$ cat src/rtl/store_merge_unit.sv
// store_merge_unit: performs sw/sh/sb stores against a word-wide memory.
// Aligned words are written directly. Halfwords and bytes read the
// containing word, merge the new lane(s) into it, then write it back.
// Misaligned stores and the reserved type complete with fault and no write.
// All outputs come straight from registers.
module store_merge_unit #(
  parameter int READ_WAIT = 2
) (
  input  logic        clk,
  input  logic        reset,
  input  logic        start,
  input  logic [1:0]  store_type,
  input  logic [31:0] addr,
  input  logic [31:0] reg_data,
  input  logic [31:0] mem_rdata,
  output logic [31:0] mem_addr,
  output logic [31:0] mem_wdata,
  output logic        mem_wr,
  output logic        busy,
  output logic        done,
  output logic        fault
);

  typedef enum logic [2:0] {IDLE, RD_WAIT, MERGE, WRITE, DONE} state_t;

  localparam logic [1:0] ST_SW = 2'b00;
  localparam logic [1:0] ST_SH = 2'b01;
  localparam logic [1:0] ST_SB = 2'b10;
  localparam logic [1:0] ST_RS = 2'b11;
  localparam logic [2:0] RW_LAST = 3'(READ_WAIT - 1);

  state_t      state_q, state_d;
  logic [1:0]  type_q, type_d;
  logic [1:0]  lane_q, lane_d;     // addr[1:0] of the accepted store
  logic [15:0] data_q, data_d;     // only the low half is ever merged
  logic [2:0]  cnt_q, cnt_d;
  logic [31:0] merge_q, merge_d;
  logic [31:0] mem_addr_q, mem_addr_d;
  logic [31:0] mem_wdata_q, mem_wdata_d;
  logic        mem_wr_q, mem_wr_d;
  logic        busy_q, busy_d;
  logic        done_q, done_d;
  logic        fault_q, fault_d;
  logic        reject;
  logic [31:0] merged;

  // Rejection decision for the store being offered in IDLE
  always_comb begin
    reject = (store_type == ST_RS) ||
             (store_type == ST_SW && addr[1:0] != 2'b00) ||
             (store_type == ST_SH && addr[0]);
  end

  // Lane merge of the captured memory word with the latched source data
  always_comb begin
    merged = merge_q;
    if (type_q == ST_SB) begin
      case (lane_q)
        2'd0:    merged[7:0]   = data_q[7:0];
        2'd1:    merged[15:8]  = data_q[7:0];
        2'd2:    merged[23:16] = data_q[7:0];
        default: merged[31:24] = data_q[7:0];
      endcase
    end else if (lane_q[1]) begin
      merged[31:16] = data_q;
    end else begin
      merged[15:0] = data_q;
    end
  end

  // Next-state and next-output logic; pulses default low, data holds
  always_comb begin
    state_d     = state_q;
    type_d      = type_q;
    lane_d      = lane_q;
    data_d      = data_q;
    cnt_d       = cnt_q;
    merge_d     = merge_q;
    mem_addr_d  = mem_addr_q;
    mem_wdata_d = mem_wdata_q;
    mem_wr_d    = 1'b0;
    done_d      = 1'b0;
    fault_d     = 1'b0;
    case (state_q)
      IDLE: begin
        if (start) begin
          type_d     = store_type;
          lane_d     = addr[1:0];
          data_d     = reg_data[15:0];
          mem_addr_d = {addr[31:2], 2'b00};
          if (reject) begin
            state_d = DONE;
            done_d  = 1'b1;
            fault_d = 1'b1;
          end else if (store_type == ST_SW) begin
            state_d     = WRITE;
            mem_wr_d    = 1'b1;
            mem_wdata_d = reg_data;
          end else begin
            state_d = RD_WAIT;
            cnt_d   = RW_LAST;
          end
        end
      end
      RD_WAIT: begin
        if (cnt_q == 3'd0) begin
          merge_d = mem_rdata;
          state_d = MERGE;
        end else begin
          cnt_d = cnt_q - 3'd1;
        end
      end
      MERGE: begin
        state_d     = WRITE;
        mem_wr_d    = 1'b1;
        mem_wdata_d = merged;
      end
      WRITE: begin
        state_d = DONE;
        done_d  = 1'b1;
      end
      DONE:    state_d = IDLE;
      default: state_d = IDLE;
    endcase
    busy_d = (state_d != IDLE);
  end

  // State and output registers with synchronous active-low reset
  always_ff @(posedge clk) begin
    if (!reset) begin
      state_q     <= IDLE;
      type_q      <= ST_SW;
      lane_q      <= 2'b00;
      data_q      <= 16'h0;
      cnt_q       <= 3'd0;
      merge_q     <= 32'h0;
      mem_addr_q  <= 32'h0;
      mem_wdata_q <= 32'h0;
      mem_wr_q    <= 1'b0;
      busy_q      <= 1'b0;
      done_q      <= 1'b0;
      fault_q     <= 1'b0;
    end else begin
      state_q     <= state_d;
      type_q      <= type_d;
      lane_q      <= lane_d;
      data_q      <= data_d;
      cnt_q       <= cnt_d;
      merge_q     <= merge_d;
      mem_addr_q  <= mem_addr_d;
      mem_wdata_q <= mem_wdata_d;
      mem_wr_q    <= mem_wr_d;
      busy_q      <= busy_d;
      done_q      <= done_d;
      fault_q     <= fault_d;
    end
  end

  assign mem_addr  = mem_addr_q;
  assign mem_wdata = mem_wdata_q;
  assign mem_wr    = mem_wr_q;
  assign busy      = busy_q;
  assign done      = done_q;
  assign fault     = fault_q;

endmodule

$ cat config.mk
export PLATFORM = sky130hd
export DESIGN_NAME = store_merge_unit
export DESIGN_NICKNAME = d
export VERILOG_FILES = /design/src/rtl/store_merge_unit.sv
export SDC_FILE = /design/constraint.sdc
export NUM_CORES = 1
export LEC_CHECK = 0
export BUFFER_PORTS_ARGS = -buffer_cell sky130_fd_sc_hd__buf_4
export CAP_MARGIN = 0
export CORE_ASPECT_RATIO = 0.8
export CORE_UTILIZATION = 51
export CTS_BUF_LIST = sky130_fd_sc_hd__clkbuf_16
export CTS_CLUSTER_SIZE = 8
export DETAILED_ROUTE_END_ITERATION = 6
export PLACE_DENSITY = 0.79
export SYNTH_ARGS = -nofsm -noshare
export SYNTH_HDL_FRONTEND = slang
export SYNTH_SLANG_ARGS = --single-unit
$ cat constraint.sdc
create_clock -name clk -period 2.1 [get_ports clk]
set_input_delay 0.63 -clock clk [delete_from_list [all_inputs] [get_ports clk]]
set_output_delay 0.63 -clock clk [all_outputs]
set_load 0.01 [all_outputs]
==> impl_metrics.xml <==
<?xml version="1.0" encoding="UTF-8"?>
<metrics>
  <group name="floorplanning">
    <metric name="row_count" unit="">33</metric>
    <metric name="die_area" unit="mm2">0.0112</metric>
    <metric name="initial_utilization" unit="%">53.0</metric>
    <metric name="floorplan.io_pins" unit="">169</metric>
    <metric name="core" unit="mm2">0.0104</metric>
    <metric name="die_span_y" unit="um">95.0</metric>
    <metric name="die-width" unit="um">118</metric>
  </group>
  <group name="worst_hold_path">
    <metric name="worst_hold_path_type" unit="">reg2reg</metric>
    <metric name="timing.hold.worst_path_depth" unit="">2</metric>
    <metric name="hold_path_startpoint" unit="">mem_addr[9]$_SDFFE_PN0P_</metric>
    <metric name="worst_hold_endpoint" unit="">mem_addr[9]$_SDFFE_PN0P_</metric>
  </group>
  <group name="synthesis">
    <metric name="primary_ff_master_synth" unit="">dfxtp_1</metric>
    <metric name="synth-warning-count" unit="">0</metric>
    <metric name="synth_area_per_cell" unit="um2">8.05</metric>
    <metric name="cell_count_after_synthesis" unit="">686</metric>
    <metric name="postSynth.asyncResetShare" unit="%">0</metric>
    <metric name="synth_area" unit="mm2">0.00552</metric>
    <metric name="synth_cell_types" unit="">46</metric>
    <metric name="synth_enable_flop_cells" unit="">0</metric>
    <metric name="synth-seq-cells" unit="">124</metric>
    <metric name="yosysSeqAreaShare" unit="%">45.0</metric>
  </group>
  <group name="detailed_routing">
    <metric name="remaining_drc_errors" unit="">0</metric>
    <metric name="wl_per_cell" unit="um">16.4</metric>
    <metric name="vias_per_cell" unit="">5.64</metric>
    <metric name="drtIter0Drc" unit="">434</metric>
    <metric name="detail_route.first_pass.iterations" unit="">5</metric>
    <metric name="vias" unit="">5525</metric>
    <metric name="wirelength_routed" unit="um">16000</metric>
    <metric name="ant_nets" unit="">0</metric>
  </group>
  <group name="sta">
    <metric name="post-route-period-util" unit="%">88.1</metric>
    <metric name="setup_viol_count_final" unit="">0</metric>
    <metric name="timing.fmax" unit="GHz">0.540</metric>
    <metric name="timing.final.crit_period" unit="ps">1850</metric>
    <metric name="tightest_slew" unit="ps">563</metric>
    <metric name="slew_violations" unit="">0</metric>
    <metric name="final_hold_viol_count" unit="">0</metric>
    <metric name="post-route-worst-setup-slack" unit="ps">250</metric>
    <metric name="finalSetupTns" unit="ps">0</metric>
    <metric name="relSlewSlack" unit="%">62.0</metric>
    <metric name="setup_repair_after_global_routing_missed_its_margin" unit="">false</metric>
    <metric name="finClkSkew" unit="ps">8.38</metric>
    <metric name="fin_worst_hold_slack" unit="ps">452</metric>
  </group>
  <group name="clock_tree">
    <metric name="tritoncts.num_buffers" unit="">17</metric>
    <metric name="cts-root-to-sink-buffers" unit="">2</metric>
    <metric name="clock_tree.htree_level_count" unit="">4</metric>
    <metric name="clkTransAtPathRegs" unit="ps">50</metric>
    <metric name="clock_sinks" unit="">124</metric>
    <metric name="post_cts.resized_instances" unit="">0</metric>
    <metric name="cts_tree" unit="">built</metric>
    <metric name="clk-insertion-delay-late" unit="ps">420</metric>
    <metric name="cts.repair_timing.setup_buffer_count" unit="">0</metric>
    <metric name="cts_hold_fix_bufs" unit="">0</metric>
    <metric name="cts_root_buf" unit="">clkbuf_16</metric>
  </group>
  <group name="critical_path">
    <metric name="critical_path.slowest_cell" unit="">dfxtp_1</metric>
    <metric name="critPathCaptureType" unit="">flip-flop</metric>
    <metric name="critical_path.cell_chain" unit="">nand3b_1 &gt; nand2b_1 &gt; buf_4 &gt; nand2_1 &gt; a21oi_1</metric>
    <metric name="criticalPathCategory" unit="">reg2reg</metric>
    <metric name="critPathRequiredTime" unit="ps">2370</metric>
    <metric name="worstSetupStartpointType" unit="">flip-flop</metric>
    <metric name="timing.reg2reg.setup_slack" unit="ps">250</metric>
    <metric name="r2r.worst_path.cells" unit="">5</metric>
    <metric name="cp.arrival" unit="ps">2120</metric>
    <metric name="max_incr_delay_on_cp" unit="ps">660</metric>
    <metric name="worst-path-max-fanout" unit="">32</metric>
    <metric name="r2r-end" unit="">merge_q[17]$_SDFFE_PN0P_</metric>
    <metric name="regToRegStartpoint" unit="">state_q[0]$_SDFF_PN0_</metric>
  </group>
  <group name="grt">
    <metric name="first_pass_grt_wire_length" unit="um">25000</metric>
    <metric name="number_of_global_route_vias_before_repair" unit="">5088</metric>
    <metric name="grt_max_degree" unit="">88</metric>
    <metric name="overflow" unit="">0</metric>
    <metric name="gr-usage-all-layers" unit="%">28.5</metric>
    <metric name="number_of_antenna_violations_at_the_first_check_in_global_routing" unit="">0</metric>
  </group>
  <group name="final_layout">
    <metric name="most-common-layout-cells" unit="">nand2_1 (192), buf_4 (179), a21oi_1 (126)</metric>
    <metric name="syn_to_final_growth" unit="%">34.9</metric>
    <metric name="stdcell_area" unit="mm2">0.00745</metric>
    <metric name="drive_gt1_share" unit="%">29.4</metric>
    <metric name="num_antenna_cells" unit="">0</metric>
    <metric name="finalNetCount" unit="">929</metric>
    <metric name="final_common_cell" unit="">nand2_1</metric>
  </group>
  <group name="placement">
    <metric name="place_ws" unit="ps">104</metric>
    <metric name="placedInstanceArea" unit="mm2">0.00684</metric>
    <metric name="gp_congestion" unit="">0.842</metric>
    <metric name="port_buffers" unit="">166</metric>
    <metric name="detailed_place_hpwl" unit="um">11000</metric>
  </group>
  <group name="power_and_ir_drop">
    <metric name="vdd_ir_drop_max" unit="V">0.000619</metric>
    <metric name="p_per_area" unit="mW/mm2">969</metric>
    <metric name="static-leakage-power" unit="uW">0.00304</metric>
    <metric name="design_power_total" unit="uW">7210</metric>
  </group>
  <group name="outcome">
    <metric name="status" unit="">completed</metric>
  </group>
  <group name="run">
    <metric name="timing.max_cap.violations" unit="">0</metric>
  </group>
</metrics>
[where the power goes]
group          internal [uW]  total, uW  switching (uW)
logic                    651       1430             781
clock network           1960       3020            1060
registers               2590       2760             173
total                   5200       7210            2010
[critical path: cells and delay by family (launching register included)]
| kind | cells | cell delay (ps) |
|---|---|---|
| AOI/OAI and AO/OA | 1 | 80 |
| DFF | 1 | 660 |
| and+or+nand+nor | 3 | 720 |
| buffers and inverters | 1 | 250 |
[stage by stage]
| stage | util [%] | std cells |
|---|---|---|
| finish | 71.6 | 979 |
| global route | 71.6 | 979 |
| CTS | 71.6 | 979 |
| detailed placement | 65.8 | 947 |
| global placement | 65.8 | 947 |
| floorplan | - | 687 |
[area by class of cell]
class / count / area (um2)
Inverter: 13 / 50.0
Tap cell: 140 / 175
Sequential cell: 124 / 2480
Clock inverter: 15 / 180
Clock buffer: 17 / 425
Timing Repair Buffer: 184 / 1440
Fill cell: 817 / 2960
Multi-Input combinational cell: 486 / 2690
[cells in the mapped netlist, types with 2 or more instances]
cell type	instances	area share (%)
nand2b_1	14	1.6
o311ai_0	2	0.32
nand2_1	193	13
inv_1	11	0.75
ha_1	2	0.45
nor2b_1	4	0.45
and2_1	2	0.23
nor3b_2	2	0.45
o21ai_0	24	2.2
o2bb2ai_1	2	0.32
nor4_2	15	3.4
o211a_1	8	1.5
buf_6	3	0.61
o21a_1	3	0.41
nor3_1	33	3.0
buf_4	5	0.68
clkbuf_1	28	1.9
nand3b_1	2	0.27
dfxtp_1	124	45
o221a_2	7	1.4
o32ai_1	16	2.5
a21oi_1	126	11
buf_2	28	2.5
nor3b_1	2	0.27
and4b_1	9	1.6
[worst max-delay path by stage]
| stage | from | endpoint | slack [ps] | depth (start not counted) |
|---|---|---|---|---|
| floorplan | start | busy$_SDFF_PN0_ | 410 | 5 |
| global placement | addr[0] | mem_wdata[31]$_SDFFE_PN0P_ | 230 | 6 |
| detailed placement | addr[1] | busy$_SDFF_PN0_ | 100 | 5 |
| CTS | state_q[0]$_SDFF_PN0_ | merge_q[17]$_SDFFE_PN0P_ | 280 | 5 |
| global route | type_q[0]$_SDFFE_PN0P_ | mem_wdata[21]$_SDFFE_PN0P_ | 140 | 5 |
| finish | state_q[0]$_SDFF_PN0_ | merge_q[17]$_SDFFE_PN0P_ | 250 | 5 |
[logic make-up (layout without fill, tap and decap cells)]
kind of cell	Yosys count	in the layout	share of synthesized area (%)
AOI/OAI and AO/OA	194	194	21.1
adders and majority gates	2	2	0.453
buffers and inverters	77	229	6.62
DFF	124	124	45.0
other	1	2	0.0679
and+or+nand+nor	288	288	26.8
[routing by layer]
layer	vias to the layer above	global-route usage, %	share of wire, %
met4	0	11.5	1.9
met2	267	45.7	46
li1	2650	-	-
met3	31	7.18	8.4
met5	-	0	0
met1	2577	37.1	44
[state kept, by name, indices dropped and copies added, names as in the netlist, 2 cells and up]
| register | cells |
|---|---|
| mem_addr | 30 |
| cnt_q | 3 |
| state_q | 3 |
| lane_q | 2 |
| merge_q | 32 |
| data_q | 16 |
| type_q | 2 |
| mem_wdata | 32 |
(Power assumes the default switching activity.)
